`config.mk`:
```
export PLATFORM = sky130hd
export DESIGN_NAME = masked_serial_subtractor
export DESIGN_NICKNAME = d
export VERILOG_FILES = /design/src/rtl/masked_serial_subtractor_pkg.sv /design/src/rtl/masked_serial_subtractor_borrow_step.sv /design/src/rtl/masked_serial_subtractor.sv
export SDC_FILE = /design/constraint.sdc
export NUM_CORES = 1
export LEC_CHECK = 0
export ABC_AREA = 1
export CAP_MARGIN = 15
export CORE_MARGIN = 4
export CORE_UTILIZATION = 40
export DETAILED_ROUTE_END_ITERATION = 8
export PLACE_DENSITY_LB_ADDON = 0.2
export SYNTH_ARGS = -nofsm -noshare
export SYNTH_HDL_FRONTEND = slang
export SYNTH_SLANG_ARGS = --single-unit
```
`constraint.sdc`:
```
create_clock -name clk -period 4.9 [get_ports clk]
set_input_delay 0.49 -clock clk [delete_from_list [all_inputs] [get_ports clk]]
set_output_delay 0.49 -clock clk [all_outputs]
set_load 0.005 [all_outputs]
```
`src/rtl/masked_serial_subtractor_pkg.sv`:
```
// Shared types and helpers for the bit-serial masked subtractor.
package masked_serial_subtractor_pkg;

  // Control sequence: one LOAD cycle, then two cycles per bit (gadget latency 1).
  typedef enum logic [2:0] {
    IDLE  = 3'd0,
    LOAD  = 3'd1,
    STEP0 = 3'd2,
    STEP1 = 3'd3,
    DONE  = 3'd4
  } state_t;

  // Fresh random bits one HPC2 AND gadget needs for nshares shares.
  function automatic int and_nrnd(input int nshares);
    return nshares * (nshares - 1) / 2;
  endfunction

  // Bit position of the random bit shared by share pair (i, j), order-independent.
  function automatic int pair_idx(input int i, input int j, input int nshares);
    int lo;
    int hi;
    lo = (i < j) ? i : j;
    hi = (i < j) ? j : i;
    return lo * nshares - (lo * (lo + 1)) / 2 + (hi - lo - 1);
  endfunction

endpackage

```
`src/rtl/masked_serial_subtractor_borrow_step.sv`:
```
// One masked borrow-propagation step plus the HPC2 AND gadget it is built on.
module MSKand_HPC2
  import masked_serial_subtractor_pkg::*;
#(
  parameter int d = 2
) (
  input  logic                      i_clk,
  input  logic [d-1:0]              i_a,
  input  logic [d-1:0]              i_b,
  input  logic [and_nrnd(d)-1:0]    i_rnd,
  output logic [d-1:0]              o_c
);

  for (genvar i = 0; i < d; i++) begin : g_share
    logic         r_ab;
    logic         r_ai;
    logic [d-1:0] w_cross;

    // Stage boundary: diagonal product and a_i captured alongside the cross terms.
    always_ff @(posedge i_clk) begin
      r_ab <= i_a[i] & i_b[i];
      r_ai <= i_a[i];
    end

    for (genvar j = 0; j < d; j++) begin : g_pair
      if (j == i) begin : g_diag
        assign w_cross[j] = 1'b0;
      end else begin : g_off
        localparam int P = pair_idx(i, j, d);
        logic r_u;
        logic r_v;

        // Stage boundary: refreshed cross terms, randomness cancels pairwise on recombination.
        always_ff @(posedge i_clk) begin
          r_u <= ~i_a[i] & i_rnd[P];
          r_v <= i_b[j] ^ i_rnd[P];
        end

        assign w_cross[j] = r_u ^ (r_ai & r_v);
      end
    end

    assign o_c[i] = r_ab ^ (^w_cross);
  end

endmodule

module masked_borrow_step
  import masked_serial_subtractor_pkg::*;
#(
  parameter int d = 2
) (
  input  logic                        i_clk,
  input  logic [d-1:0]                i_a,
  input  logic [d-1:0]                i_b,
  input  logic [d-1:0]                i_br,
  input  logic [2*and_nrnd(d)-1:0]    i_rnd,
  output logic [d-1:0]                o_diff,
  output logic [d-1:0]                o_br
);

  localparam int NR = and_nrnd(d);
  // Masked inversion flips share 0 only.
  localparam logic [d-1:0] INV_MASK = {{(d-1){1'b0}}, 1'b1};

  logic [d-1:0] w_x;
  logic [d-1:0] w_na;
  logic [d-1:0] w_nx;
  logic [d-1:0] w_t1;
  logic [d-1:0] w_t2;

  assign w_x    = i_a ^ i_b;
  assign w_na   = i_a ^ INV_MASK;
  assign w_nx   = w_x ^ INV_MASK;
  assign o_diff = w_x ^ i_br;

  // ~a & b : borrow generated at this bit.
  MSKand_HPC2 #(.d(d)) u_and_gen (
    .i_clk (i_clk),
    .i_a   (w_na),
    .i_b   (i_b),
    .i_rnd (i_rnd[0 +: NR]),
    .o_c   (w_t1)
  );

  // ~(a ^ b) & br : incoming borrow propagated through an equal bit pair.
  MSKand_HPC2 #(.d(d)) u_and_prop (
    .i_clk (i_clk),
    .i_a   (w_nx),
    .i_b   (i_br),
    .i_rnd (i_rnd[NR +: NR]),
    .o_c   (w_t2)
  );

  // The two borrow terms can never both be 1, so a share-wise XOR acts as OR.
  assign o_br = w_t1 ^ w_t2;

endmodule

```
`src/rtl/masked_serial_subtractor.sv`:
```
// Bit-serial masked W-bit subtractor: LSB-first borrow chain, masked a-b and borrow-out.
module masked_serial_subtractor
  import masked_serial_subtractor_pkg::*;
#(
  parameter int d = 2,
  parameter int W = 16
) (
  input  logic                 clk,
  input  logic                 rst,
  input  logic                 start,
  input  logic [W*d-1:0]       in_a,
  input  logic [W*d-1:0]       in_b,
  input  logic [d*(d-1)-1:0]   rnd,
  output logic                 busy,
  output logic                 done,
  output logic [W*d-1:0]       out_diff,
  output logic [d-1:0]         out_borrow
);

  localparam int CNT_W = (W > 1) ? $clog2(W) : 1;
  localparam logic [CNT_W-1:0] LAST_BIT = CNT_W'(W - 1);

  state_t           r_state;
  state_t           w_state_nxt;
  logic [CNT_W-1:0] r_cnt;
  logic [W*d-1:0]   r_a;
  logic [W*d-1:0]   r_b;
  logic [d-1:0]     r_br;
  logic [W*d-1:0]   r_diff;
  logic [d-1:0]     r_borrow;
  logic [d-1:0]     w_diff_bit;
  logic [d-1:0]     w_br_nxt;
  logic             w_last;

  assign w_last = (r_cnt == LAST_BIT);

  masked_borrow_step #(.d(d)) u_step (
    .i_clk  (clk),
    .i_a    (r_a[d-1:0]),
    .i_b    (r_b[d-1:0]),
    .i_br   (r_br),
    .i_rnd  (rnd),
    .o_diff (w_diff_bit),
    .o_br   (w_br_nxt)
  );

  // State register.
  always_ff @(posedge clk) begin
    if (rst) r_state <= IDLE;
    else     r_state <= w_state_nxt;
  end

  // Next-state logic; start is only looked at in IDLE.
  always_comb begin
    w_state_nxt = r_state;
    case (r_state)
      IDLE:    if (start) w_state_nxt = LOAD;
      LOAD:    w_state_nxt = STEP0;
      STEP0:   w_state_nxt = STEP1;
      STEP1:   w_state_nxt = w_last ? DONE : STEP0;
      DONE:    w_state_nxt = IDLE;
      default: w_state_nxt = IDLE;
    endcase
  end

  // Counter, borrow chain and result registers; reset discards any partial result.
  always_ff @(posedge clk) begin
    if (rst) begin
      r_cnt    <= '0;
      r_br     <= '0;
      r_diff   <= '0;
      r_borrow <= '0;
    end else begin
      case (r_state)
        IDLE: begin
          if (start) begin
            r_cnt <= '0;
            r_br  <= '0;
          end
        end
        STEP1: begin
          r_diff <= {w_diff_bit, r_diff[W*d-1:d]};
          r_br   <= w_br_nxt;
          if (w_last) r_borrow <= w_br_nxt;
          else        r_cnt    <= r_cnt + CNT_W'(1);
        end
        default: ;
      endcase
    end
  end

  // Operand shift registers: loaded on accept, shifted one share group per finished bit.
  always_ff @(posedge clk) begin
    if (r_state == IDLE && start) begin
      r_a <= in_a;
      r_b <= in_b;
    end else if (r_state == STEP1) begin
      r_a <= {{d{1'b0}}, r_a[W*d-1:d]};
      r_b <= {{d{1'b0}}, r_b[W*d-1:d]};
    end
  end

  assign busy       = (r_state == LOAD) || (r_state == STEP0) || (r_state == STEP1);
  assign done       = (r_state == DONE);
  assign out_diff   = r_diff;
  assign out_borrow = r_borrow;

endmodule

```
==> results.rst, run 1 <==
.. list-table::
   :header-rows: 1

   * - Metric
     - Value
   * - Result of the run
     - finished clean
   * - Critical path endpoint category
     - register
   * - Largest net degree at the start of global routing
     - 66
   * - Clock edge transition at the registers on the reported setup and hold paths
     - approximately 50 ps
   * - Internal power contribution
     - 2.10 mW
   * - Clock latency on the worst-skew pair
     - approximately 410 ps
   * - Number of flops mapped to enable cells by yosys
     - 64
   * - Maximum capacitance violations
     - 0
   * - Critical path required time
     - a little under 5000 ps
   * - Sequential cell area fraction in the yosys report
     - about three fifths
   * - Switching part of the total power
     - 22.4%
   * - Count of placed standard cells including taps
     - about 680
   * - Final count of negative-setup-slack endpoints
     - 0
   * - Max Fclk
     - a little over 400 MHz
   * - Synth warnings
     - 0
   * - Area occupied by multi-input gates
     - 1790 um2
   * - Worst ir drop on vdd
     - between 150 and 200 uV
   * - Routed length per placed instance
     - 13.6 um
   * - Core Area
     - between 10000 and 15000 um2
   * - DRC marker count from the first detailed-route iteration
     - 233
   * - Overall overflow remaining after global route
     - 0
   * - Worst setup slack before clock tree synthesis
     - between 2000 and 2500 ps
   * - Setup clock skew after layout
     - approximately 6.3 ps
   * - Flop2flop setup slack
     - around 2400 ps
   * - Sequence of cells on the critical path
     - nand2_2 -> nor2_8 -> inv_4 -> nand2_4 -> buf_4
   * - Cells after synthesis
     - between 400 and 500
   * - Number of max-slew violations in the final report
     - 0
   * - Power per cell area
     - 398 nW/um2
   * - Classification of the worst setup path
     - register to register
   * - Ratio of cells with drive above 1 in the final layout
     - 18.0%
   * - Number of synthesized register bits
     - 123
   * - Number of buffers inserted to repair setup after CTS
     - 0
   * - Sequential Area
     - 3100 um2
   * - Worst path slowest cell
     - sky130_fd_sc_hd__buf_4
   * - Share of the cycle needed by the critical path after routing
     - 50.0%
   * - Leakage Power
     - around 2.9 nW
   * - Share of total power in combinational logic
     - 13.2%
   * - Number of detailed-routing iterations run before antenna repair
     - 4
   * - Chip Height
     - 122 um
   * - Hold Buf Count CTS
     - 0
   * - Largest delay share family, worst path
     - buffers and inverters
   * - Detailed Route WL
     - about 9700 um
   * - Input/output buffers
     - between 100 and 150
   * - Switching power
     - between 0.6 and 0.7 mW
   * - Routed Antenna Nets
     - 0
   * - Worst-Margin Slew
     - 1060 ps
   * - Post-DP HPWL
     - 6420 um
   * - X dimension of the die
     - 122 um
   * - Total CTS buffers
     - 17
   * - Final setup TNS
     - 0 ps
   * - Clock Power Share
     - 40.6%
   * - Share of the core filled with cells
     - 53.8%
   * - Number of primary I/O pins
     - 105
   * - Overall power consumption
     - approximately 2.7 mW
   * - Crit path setup slack, layout
     - 2450 ps
   * - Ys async rst share
     - 0%
   * - CP arrival
     - 2480 ps
   * - Hold violation count in the final report
     - 0
   * - Bufs and invs on worst path
     - 2
   * - Placer's final routability congestion estimate
     - about 0.74
   * - Global-route wire length before repair
     - between 15000 and 20000 um
   * - Clock Tree Buf Depth
     - 2
   * - Number of global-route vias before repair
     - 3238
   * - Antenna violations before repair
     - 0
   * - Post-route non-filler standard cell count
     - 715
   * - Critical Path Fanout Max
     - 64
   * - Number of H-tree levels
     - 4
   * - Most used DFF post-synth
     - sky130_fd_sc_hd__edfxtp_1
   * - Final nets
     - 604
   * - Area enclosed by the die boundary
     - 14800 um2
   * - Kind of path behind the tightest hold check
     - register to register
   * - RSZ-0062 raised after global routing
     - no
   * - Number of antenna cells inserted
     - 0
   * - Distinct cells, synth
     - 32
   * - Global Route Usage Sum
     - 13.9%
   * - Clock tree from TritonCTS
     - built
   * - Relative contribution of sequential cells to total power
     - 46.2%
   * - Relative max-transition margin
     - around 29%
   * - Clock tree root driver cell
     - sky130_fd_sc_hd__clkbuf_16
   * - Mapped Area
     - between 5000 and 6000 um2
   * - Clk sinks
     - 123
   * - Minimum period implied by the final worst setup slack
     - 2450 ps
   * - Starting Density
     - about two fifths
   * - Area Growth Syn to Fin
     - 31.7%
   * - Total via count after detailed routing
     - 3277
   * - Mapped Nets
     - 496
   * - Delay of the slowest critical-path stage
     - approximately 640 ps
   * - Number of DRC violations after detailed routing
     - 0
   * - Count of instances resized after the clock tree is built
     - 0
   * - Average cell area after synthesis
     - 12.2 um2
   * - CP Launch Type
     - register
   * - Via density per instance
     - 4.58
   * - Row Count
     - slightly above 40
   * - Filler cells
     - 1109
==> layout by cell type (no fill, tap or decap), drive strengths merged <==
cell,synthesis,routed
mux2,60,60
xnor2,1,1
clkdlybuf4s50,0,104
nor2,81,81
o211ai,1,1
edfxtp,64,64
nor3,2,2
nand4,1,1
inv,28,28
a22oi,1,1
clkbuf,7,20
ha,5,5
clkinv,0,10
a21oi,6,6
xor2,5,5
dfxtp,59,59
nand3,7,7
bufinv,0,1
o21ai,34,34
clkinvlp,0,1
nand2,49,49
buf,10,2
and3,1,1
==> metrics by stage <==
step	hold slack (ps)	cell area, um2
4_1_cts	416	6790
6_report	410	6790
3_5_place_dp	404	6270
5_1_grt	436	6790
3_3_place_gp	392	6270
2_1_floorplan	377	5160
==> state kept, by name, indices dropped and copies added (netlist names) <==
name                                        count
u_step.u_and_prop.g_share.g_pair.g_off.r_v      2
u_step.u_and_gen.g_share.g_pair.g_off.r_v       2
r_b                                            32
out_borrow                                      2
u_step.u_and_prop.g_share.r_ai                  2
r_state                                         3
u_step.u_and_prop.g_share.g_pair.g_off.r_u      2
u_step.u_and_prop.g_share.r_ab                  2
r_a                                            32
u_step.u_and_gen.g_share.g_pair.g_off.r_u       2
u_step.u_and_gen.g_share.r_ab                   2
u_step.u_and_gen.g_share.r_ai                   2
r_cnt                                           4
r_br                                            2
out_diff                                       32
==> path summary, 6_finish.rpt <==
kind                                       to  depth (start not counted)       start
max                                    r_a[6]                          5  r_state[0]
min          u_step.u_and_gen.g_share[1].r_ai                          0      r_a[1]
max reg2reg                            r_a[6]                          5  r_state[0]
min reg2reg  u_step.u_and_gen.g_share[1].r_ai                          0      r_a[1]
==> kinds of logic (layout without fill, tap and decap cells) <==
| family | after synthesis | count (layout) | share of synthesized area [%] |
|---|---|---|---|
| compound gates | 42 | 42 | 4.17 |
| xor+xnor | 6 | 6 | 1.02 |
| fa+ha+maj | 5 | 5 | 1.21 |
| buf+inv | 45 | 166 | 5.09 |
| flops | 123 | 123 | 60.2 |
| mux | 60 | 60 | 16.4 |
| simple gates | 141 | 141 | 12.0 |
==> cell usage after synthesis, types with 2 or more instances <==
cell type	count	area (um2)
sky130_fd_sc_hd__edfxtp_1	64	1920
sky130_fd_sc_hd__nand2_1	47	176
sky130_fd_sc_hd__nand3_1	6	30.0
sky130_fd_sc_hd__buf_2	3	15.0
sky130_fd_sc_hd__nor2_8	2	40.0
sky130_fd_sc_hd__buf_12	4	80.1
sky130_fd_sc_hd__dfxtp_1	59	1180
sky130_fd_sc_hd__ha_1	5	62.6
sky130_fd_sc_hd__xor2_1	5	43.8
sky130_fd_sc_hd__inv_2	3	11.3
sky130_fd_sc_hd__mux2_4	45	676
sky130_fd_sc_hd__nor2_1	76	285
sky130_fd_sc_hd__mux2_2	15	169
sky130_fd_sc_hd__nor2_4	2	22.5
sky130_fd_sc_hd__o21ai_0	34	170
sky130_fd_sc_hd__a21oi_1	6	30.0
sky130_fd_sc_hd__nor3_1	2	10.0
sky130_fd_sc_hd__inv_1	24	90.1
sky130_fd_sc_hd__clkbuf_1	7	26.3
==> layout make-up <==
class,count,share of cell area (%)
multi-input combinational,254,26.4
clock inverter,12,1.20
sequential,123,45.7
clock buffer,20,6.43
tap,172,3.17
inverter,28,1.58
timing repair buffer,106,15.5
==> power by group through the flow <==
stage / clock network, mW / logic, mW / registers [mW]
final: 1.10 / 0.357 / 1.25
after global routing: 1.17 / 0.395 / 1.26
after CTS: 1.13 / 0.364 / 1.25
after detailed placement: 0 / 0.363 / 1.27
after global placement: 0 / 0.354 / 1.27
after floorplan: 0 / 0.248 / 1.26
==> layer usage <==
metal / routed length [um] / global-route usage [%] / up-vias
met3: 668 / 6.45 / 13
met1: 4210 / 16.8 / 1533
li1: - / - / 1649
met4: 157 / 6.44 / 0
met2: 4680 / 21.3 / 82
met5: 0 / 0 / -
==> worst register-to-register path, stage by stage, from the launching register on <==
cell                      delay, ps
sky130_fd_sc_hd__dfxtp_1        420
sky130_fd_sc_hd__nand2_2        130
sky130_fd_sc_hd__nor2_8         390
sky130_fd_sc_hd__inv_4          270
sky130_fd_sc_hd__nand2_4        160
sky130_fd_sc_hd__buf_4          640
Note: power is estimated with default switching activity, not from simulation.
==> run 2, diff against run 1 <==
Clock period 4.9 ns to 2.53 ns, I/O delays scaled along.
==> results.rst, run 2 (synthesized netlist as in run 1, its figures left out) <==
.. list-table::
   :header-rows: 1

   * - Metric
     - Value
   * - Area Growth Syn to Fin
     - 33.1%
   * - Critical path required time
     - about 2300 ps
   * - Max Fclk
     - 529 MHz
   * - Total via count after detailed routing
     - ~3300
   * - Share of the core filled with cells
     - 54.4%
   * - Routed length per placed instance
     - 13.3 um
   * - Final setup TNS
     - 0 ps
   * - Bufs and invs on worst path
     - 2
   * - Overall overflow remaining after global route
     - 0
   * - Crit path setup slack, layout
     - 640 ps
   * - Worst ir drop on vdd
     - 434 uV
   * - Largest delay share family, worst path
     - buffers and inverters
   * - Worst setup slack before clock tree synthesis
     - 614 ps
   * - Number of global-route vias before repair
     - approximately 3300
   * - Hold Buf Count CTS
     - 0
   * - Total CTS buffers
     - 17
   * - Number of DRC violations after detailed routing
     - 0
   * - Worst setup path end
     - done
   * - Result of the run
     - finished clean
   * - Number of detailed-routing iterations run before antenna repair
     - 4
   * - Crit. path cell count
     - 3
   * - Leakage Power
     - slightly below 3 nW
   * - DRC marker count from the first detailed-route iteration
     - roughly 170
   * - Kind of path behind the tightest hold check
     - register to register
   * - Clock Tree Buf Depth
     - 2
   * - CP Launch Type
     - register
   * - Minimum period implied by the final worst setup slack
     - 1890 ps
   * - Crit path launch
     - r_state[2]
   * - Final count of negative-setup-slack endpoints
     - 0
   * - Final nets
     - 606
   * - Via density per instance
     - between 4 and 5
   * - Starting Density
     - 40.9%
   * - Critical path endpoint category
     - output pin
   * - Count of instances resized after the clock tree is built
     - 0
   * - Global-route wire length before repair
     - 15800 um
   * - Hold violation count in the final report
     - 0
   * - Clk sinks
     - ~120
   * - Worst-Margin Slew
     - 551 ps
   * - Post-DP HPWL
     - roughly 6400 um
   * - Reg-to-reg critical path startpoint
     - r_state[2]
   * - Number of H-tree levels
     - 4
   * - Classification of the worst setup path
     - register to output pin
   * - X dimension of the die
     - 122 um
   * - Clock tree root driver cell
     - sky130_fd_sc_hd__clkbuf_16
   * - Antenna violations before repair
     - 0
   * - Number of primary I/O pins
     - 105
   * - Most frequent standard cell in the layout excluding fill and tap cells
     - sky130_fd_sc_hd__clkdlybuf4s50_1
   * - Core Area
     - about 13000 um2
   * - Number of max-slew violations in the final report
     - 0
   * - Power per cell area
     - 782 nW/um2
   * - Number of buffers inserted to repair setup after CTS
     - 0
   * - Relative max-transition margin
     - 63.2%
   * - Input/output buffers
     - between 100 and 150
   * - RSZ-0062 raised after global routing
     - no
   * - Clock tree from TritonCTS
     - built
   * - Cell depth of the worst flop-to-flop path
     - 4
   * - Critical Path Fanout Max
     - 4
   * - Leading cell types in the layout, fill and taps excluded
     - 104 x sky130_fd_sc_hd__clkdlybuf4s50_1, 76 x sky130_fd_sc_hd__nor2_1, 64 x sky130_fd_sc_hd__edfxtp_1
   * - Detailed Route WL
     - 9530 um
   * - Routed Antenna Nets
     - 0
   * - Flop2flop setup slack
     - 790 ps
   * - Row Count
     - 41
   * - Ratio of cells with drive above 1 in the final layout
     - 18.7%
   * - Chip Height
     - 122 um
   * - CP arrival
     - 1640 ps
   * - Setup clock skew after layout
     - 5.91 ps
   * - Number of antenna cells inserted
     - 0
   * - Largest net degree at the start of global routing
     - 65
   * - Global Route Usage Sum
     - 13.9%
   * - Sequence of cells on the critical path
     - inv_2 -> nor3_1 -> clkdlybuf4s50_1
   * - Worst path slowest cell
     - sky130_fd_sc_hd__clkdlybuf4s50_1
   * - Clock edge transition at the registers on the reported setup and hold paths
     - ~50 ps
   * - Area enclosed by the die boundary
     - 14800 um2
   * - Maximum capacitance violations
     - 0
   * - Share of the cycle needed by the critical path after routing
     - 74.7%
   * - Delay of the slowest critical-path stage
     - ~520 ps
   * - Placer's final routability congestion estimate
     - 0.731
   * - Worst flop-to-flop path endpoint
     - r_b[12]
   * - Clock latency on the worst-skew pair
     - 410 ps
-- run 2: cell count changes in the layout (fill, tap and decap cells not counted) --
| cell | before | now |
|---|---|---|
| sky130_fd_sc_hd__buf_12 | 0 | 2 |
| sky130_fd_sc_hd__clkinv_2 | 5 | 6 |
| sky130_fd_sc_hd__clkbuf_8 | 0 | 1 |
| sky130_fd_sc_hd__clkinvlp_4 | 1 | 0 |
| sky130_fd_sc_hd__bufinv_16 | 1 | 2 |
| sky130_fd_sc_hd__clkinv_1 | 5 | 4 |
| sky130_fd_sc_hd__clkbuf_1 | 3 | 2 |
-- run 2: metrics by stage --
step	instance area, um2	total power, mW	hold WS (ps)	instances
final	6870	5.37	409	717
after global routing	6870	5.62	425	717
after CTS	6870	5.45	409	717
after detailed placement	6310	3.17	399	685
after global placement	6310	3.15	398	685
after floorplan	5160	2.92	346	422
-- run 2: layer usage --
| metal | vias up | share of wire [%] | track usage [%] |
|---|---|---|---|
| li1 | 1646 | - | - |
| met1 | 1537 | 43 | 16.9 |
| met2 | 80 | 48 | 21.2 |
| met3 | 13 | 7.5 | 6.36 |
| met4 | 0 | 1.6 | 6.30 |
| met5 | - | 0 | 0 |
-- run 2: worst min-delay path by stage --
stage / to / cells past startpoint / slack (ps) / from
floorplan: u_step.u_and_prop.g_share[0].g_pair[1].g_off.r_v / 1 / 350 / rnd[1]
global placement: u_step.u_and_gen.g_share[1].r_ai / 0 / 400 / r_a[1]
detailed placement: u_step.u_and_gen.g_share[1].r_ai / 0 / 400 / r_a[1]
CTS: u_step.u_and_gen.g_share[1].r_ai / 0 / 410 / r_a[1]
global route: u_step.u_and_gen.g_share[1].r_ai / 0 / 430 / r_a[1]
finish: u_step.u_and_gen.g_share[1].r_ai / 0 / 410 / r_a[1]
-- run 2: power by group --
part	internal (mW)	total (mW)	switching, mW
sequential	2.35	2.42	0.0784
combinational	0.409	0.695	0.285
clock	1.45	2.25	0.804
total	4.20	5.37	1.17
-- run 2: layout make-up --
type | count | area [um2]
fillers | 1116 | 5750
flip-flops and latches | 123 | 3100
multi-input cells | 254 | 1790
repair buffers | 108 | 1100
clock buffers | 20 | 447
well taps | 172 | 215
inverters | 28 | 108
clock inverters | 12 | 105
==> run 3, diff against run 2 <==
Clock period 2.53 ns to 1.55 ns, I/O delays scaled along.
==> results.rst, run 3 (synthesized netlist as in run 1, its figures left out) <==
.. list-table::
   :header-rows: 1

   * - Metric
     - Value
   * - Result of the run
     - finished clean
   * - Worst path slowest cell
     - sky130_fd_sc_hd__clkdlybuf4s50_1
   * - Total via count after detailed routing
     - 3305
   * - Antenna violations before repair
     - 0
   * - Cell area reported after detailed placement
     - approximately 6500 um2
   * - Clock tree root driver cell
     - sky130_fd_sc_hd__clkbuf_16
   * - Chip Height
     - 122 um
   * - Most frequent standard cell in the layout excluding fill and tap cells
     - sky130_fd_sc_hd__clkdlybuf4s50_1
   * - Switching part of the total power
     - roughly 21%
   * - Leading cell types in the layout, fill and taps excluded
     - 102 x sky130_fd_sc_hd__clkdlybuf4s50_1, 75 x sky130_fd_sc_hd__nor2_1, 64 x sky130_fd_sc_hd__edfxtp_1
   * - Filler cells
     - between 1000 and 1500
   * - Clock Tree Buf Depth
     - 2
   * - RSZ-0062 raised after global routing
     - no
   * - Final count of negative-setup-slack endpoints
     - 0
   * - Hold violation count in the final report
     - 0
   * - Worst-Margin Slew
     - 335 ps
   * - Internal power contribution
     - between 7 and 8 mW
   * - Delay of the slowest critical-path stage
     - 530 ps
   * - Routed Antenna Nets
     - 0
   * - Cell depth of the worst flop-to-flop path
     - 5
   * - Share of total power in combinational logic
     - 12.8%
   * - Max Fclk
     - slightly below 700 MHz
   * - Clock tree from TritonCTS
     - built
   * - Power per cell area
     - between 1000 and 1500 nW/um2
   * - Global-route wire length before repair
     - 16900 um
   * - Number of primary I/O pins
     - 105
   * - Overall overflow remaining after global route
     - 0
   * - Hold Path Depth
     - 3
   * - Setup clock skew after layout
     - 8.18 ps
   * - Critical path endpoint category
     - output pin
   * - Classification of the worst setup path
     - register to output pin
   * - Switching power
     - 2.08 mW
   * - Core Area
     - 12600 um2
   * - Sequence of cells on the critical path
     - clkdlybuf4s50_1
   * - Area Growth Syn to Fin
     - 39.3%
   * - Clock Power Share
     - a little under half
   * - Number of global-route vias before repair
     - around 3400
   * - Final nets
     - 624
   * - Largest delay share family, worst path
     - buffers and inverters
   * - Share of the cycle needed by the critical path after routing
     - 95.1%
   * - Overall power consumption
     - 9.67 mW
   * - Critical Path Fanout Max
     - 3
   * - Clock latency on the worst-skew pair
     - 420 ps
   * - Clock edge transition at the registers on the reported setup and hold paths
     - 60 ps
   * - Detailed Route WL
     - 10100 um
   * - Global Route Usage Sum
     - 14.9%
   * - Starting Density
     - 40.9%
   * - X dimension of the die
     - 122 um
   * - Final non-filler cell area
     - slightly above 7000 um2
   * - CP arrival
     - 1320 ps
   * - Maximum capacitance violations
     - 0
   * - Number of DRC violations after detailed routing
     - 0
   * - Critical path required time
     - 1390 ps
   * - Kind of path behind the tightest hold check
     - input pin to register
   * - Bufs and invs on worst path
     - 1
   * - DRC marker count from the first detailed-route iteration
     - 164
   * - Routed length per placed instance
     - 13.8 um
   * - Leakage Power
     - approximately 3 nW
   * - Relative max-transition margin
     - 77.6%
   * - Row Count
     - between 40 and 50
   * - Number of H-tree levels
     - 4
   * - Worst ir drop on vdd
     - 628 uV
   * - Largest net degree at the start of global routing
     - 37
   * - Via density per instance
     - approximately 4.5
   * - Input/output buffers
     - 104
   * - Clk sinks
     - 123
   * - Area enclosed by the die boundary
     - 14800 um2
   * - Ratio of cells with drive above 1 in the final layout
     - a little under a quarter
   * - CP Launch Type
     - register
   * - Placer's final routability congestion estimate
     - roughly 0.73
   * - Crit. path cell count
     - 1
   * - Total CTS buffers
     - 17
   * - Hold Buf Count CTS
     - 0
   * - Number of max-slew violations in the final report
     - 0
   * - Relative contribution of sequential cells to total power
     - roughly two fifths
   * - Minimum period implied by the final worst setup slack
     - 1470 ps
   * - Number of antenna cells inserted
     - 0
   * - Number of detailed-routing iterations run before antenna repair
     - 5
   * - Post-DP HPWL
     - 6970 um
[run 3: path summary, 6_finish.rpt]
check	from	end	slack, ps
worst min register to register	r_a[1]	u_step.u_and_gen.g_share[1].r_ai	400
worst max register to register	r_state[1]	r_b[11]	80
worst max-delay path	out_diff[29]	out_diff[29]	80
worst min-delay path	in_a[30]	r_a[30]	380
[run 3: layer usage]
layer  vias up  global-route usage, %  share of wire, %  wire length [um]
met4         0                   5.25               1.4               145
met5         -                      0                 0                 0
met2        72                   23.2                49              4920
met3        11                   6.59               5.5               557
li1       1685                      -                 -                 -
met1      1537                   18.4                44              4500
[run 3: power groups by stage]
stage	Combinational [mW]	Clock, mW	Sequential (mW)
2_1_floorplan	0.788	0	3.98
3_3_place_gp	1.21	0	4.01
3_5_place_dp	1.24	0	4.01
4_1_cts	1.25	4.59	3.95
5_1_grt	1.37	4.72	3.99
6_report	1.24	4.48	3.95
[run 3: repair_timing]
item                                    in CTS  in global routing
endpoints found under the setup margin       3                 60
resized for setup                            4                  1
pin swaps                                    0                  1
buffers inserted                             0                  1
[run 3: area by class of cell]
class                           count  area, um2  area share, %
Clock inverter                     14        244           3.39
Inverter                           28        108           1.50
Sequential cell                   123       3100           43.2
Timing Repair Buffer              126       1280           17.8
Multi-Input combinational cell    254       1800           25.1
Clock buffer                       18        429           5.97
Tap cell                          172        215           2.99
[run 3: metrics by stage]
step                setup slack [ps]  hold slack [ps]  cells  utilization (%)  setup TNS (ps)
floorplan                       11.3              248    422                -               0
finish                          76.5              376    735             57.0               0
CTS                            -7.72              354    734             56.8           -38.1
global placement                -210              400    702             51.4          -17860
detailed placement              -222              395    702             51.4          -18060
global route                    3.74              367    735             57.0               0
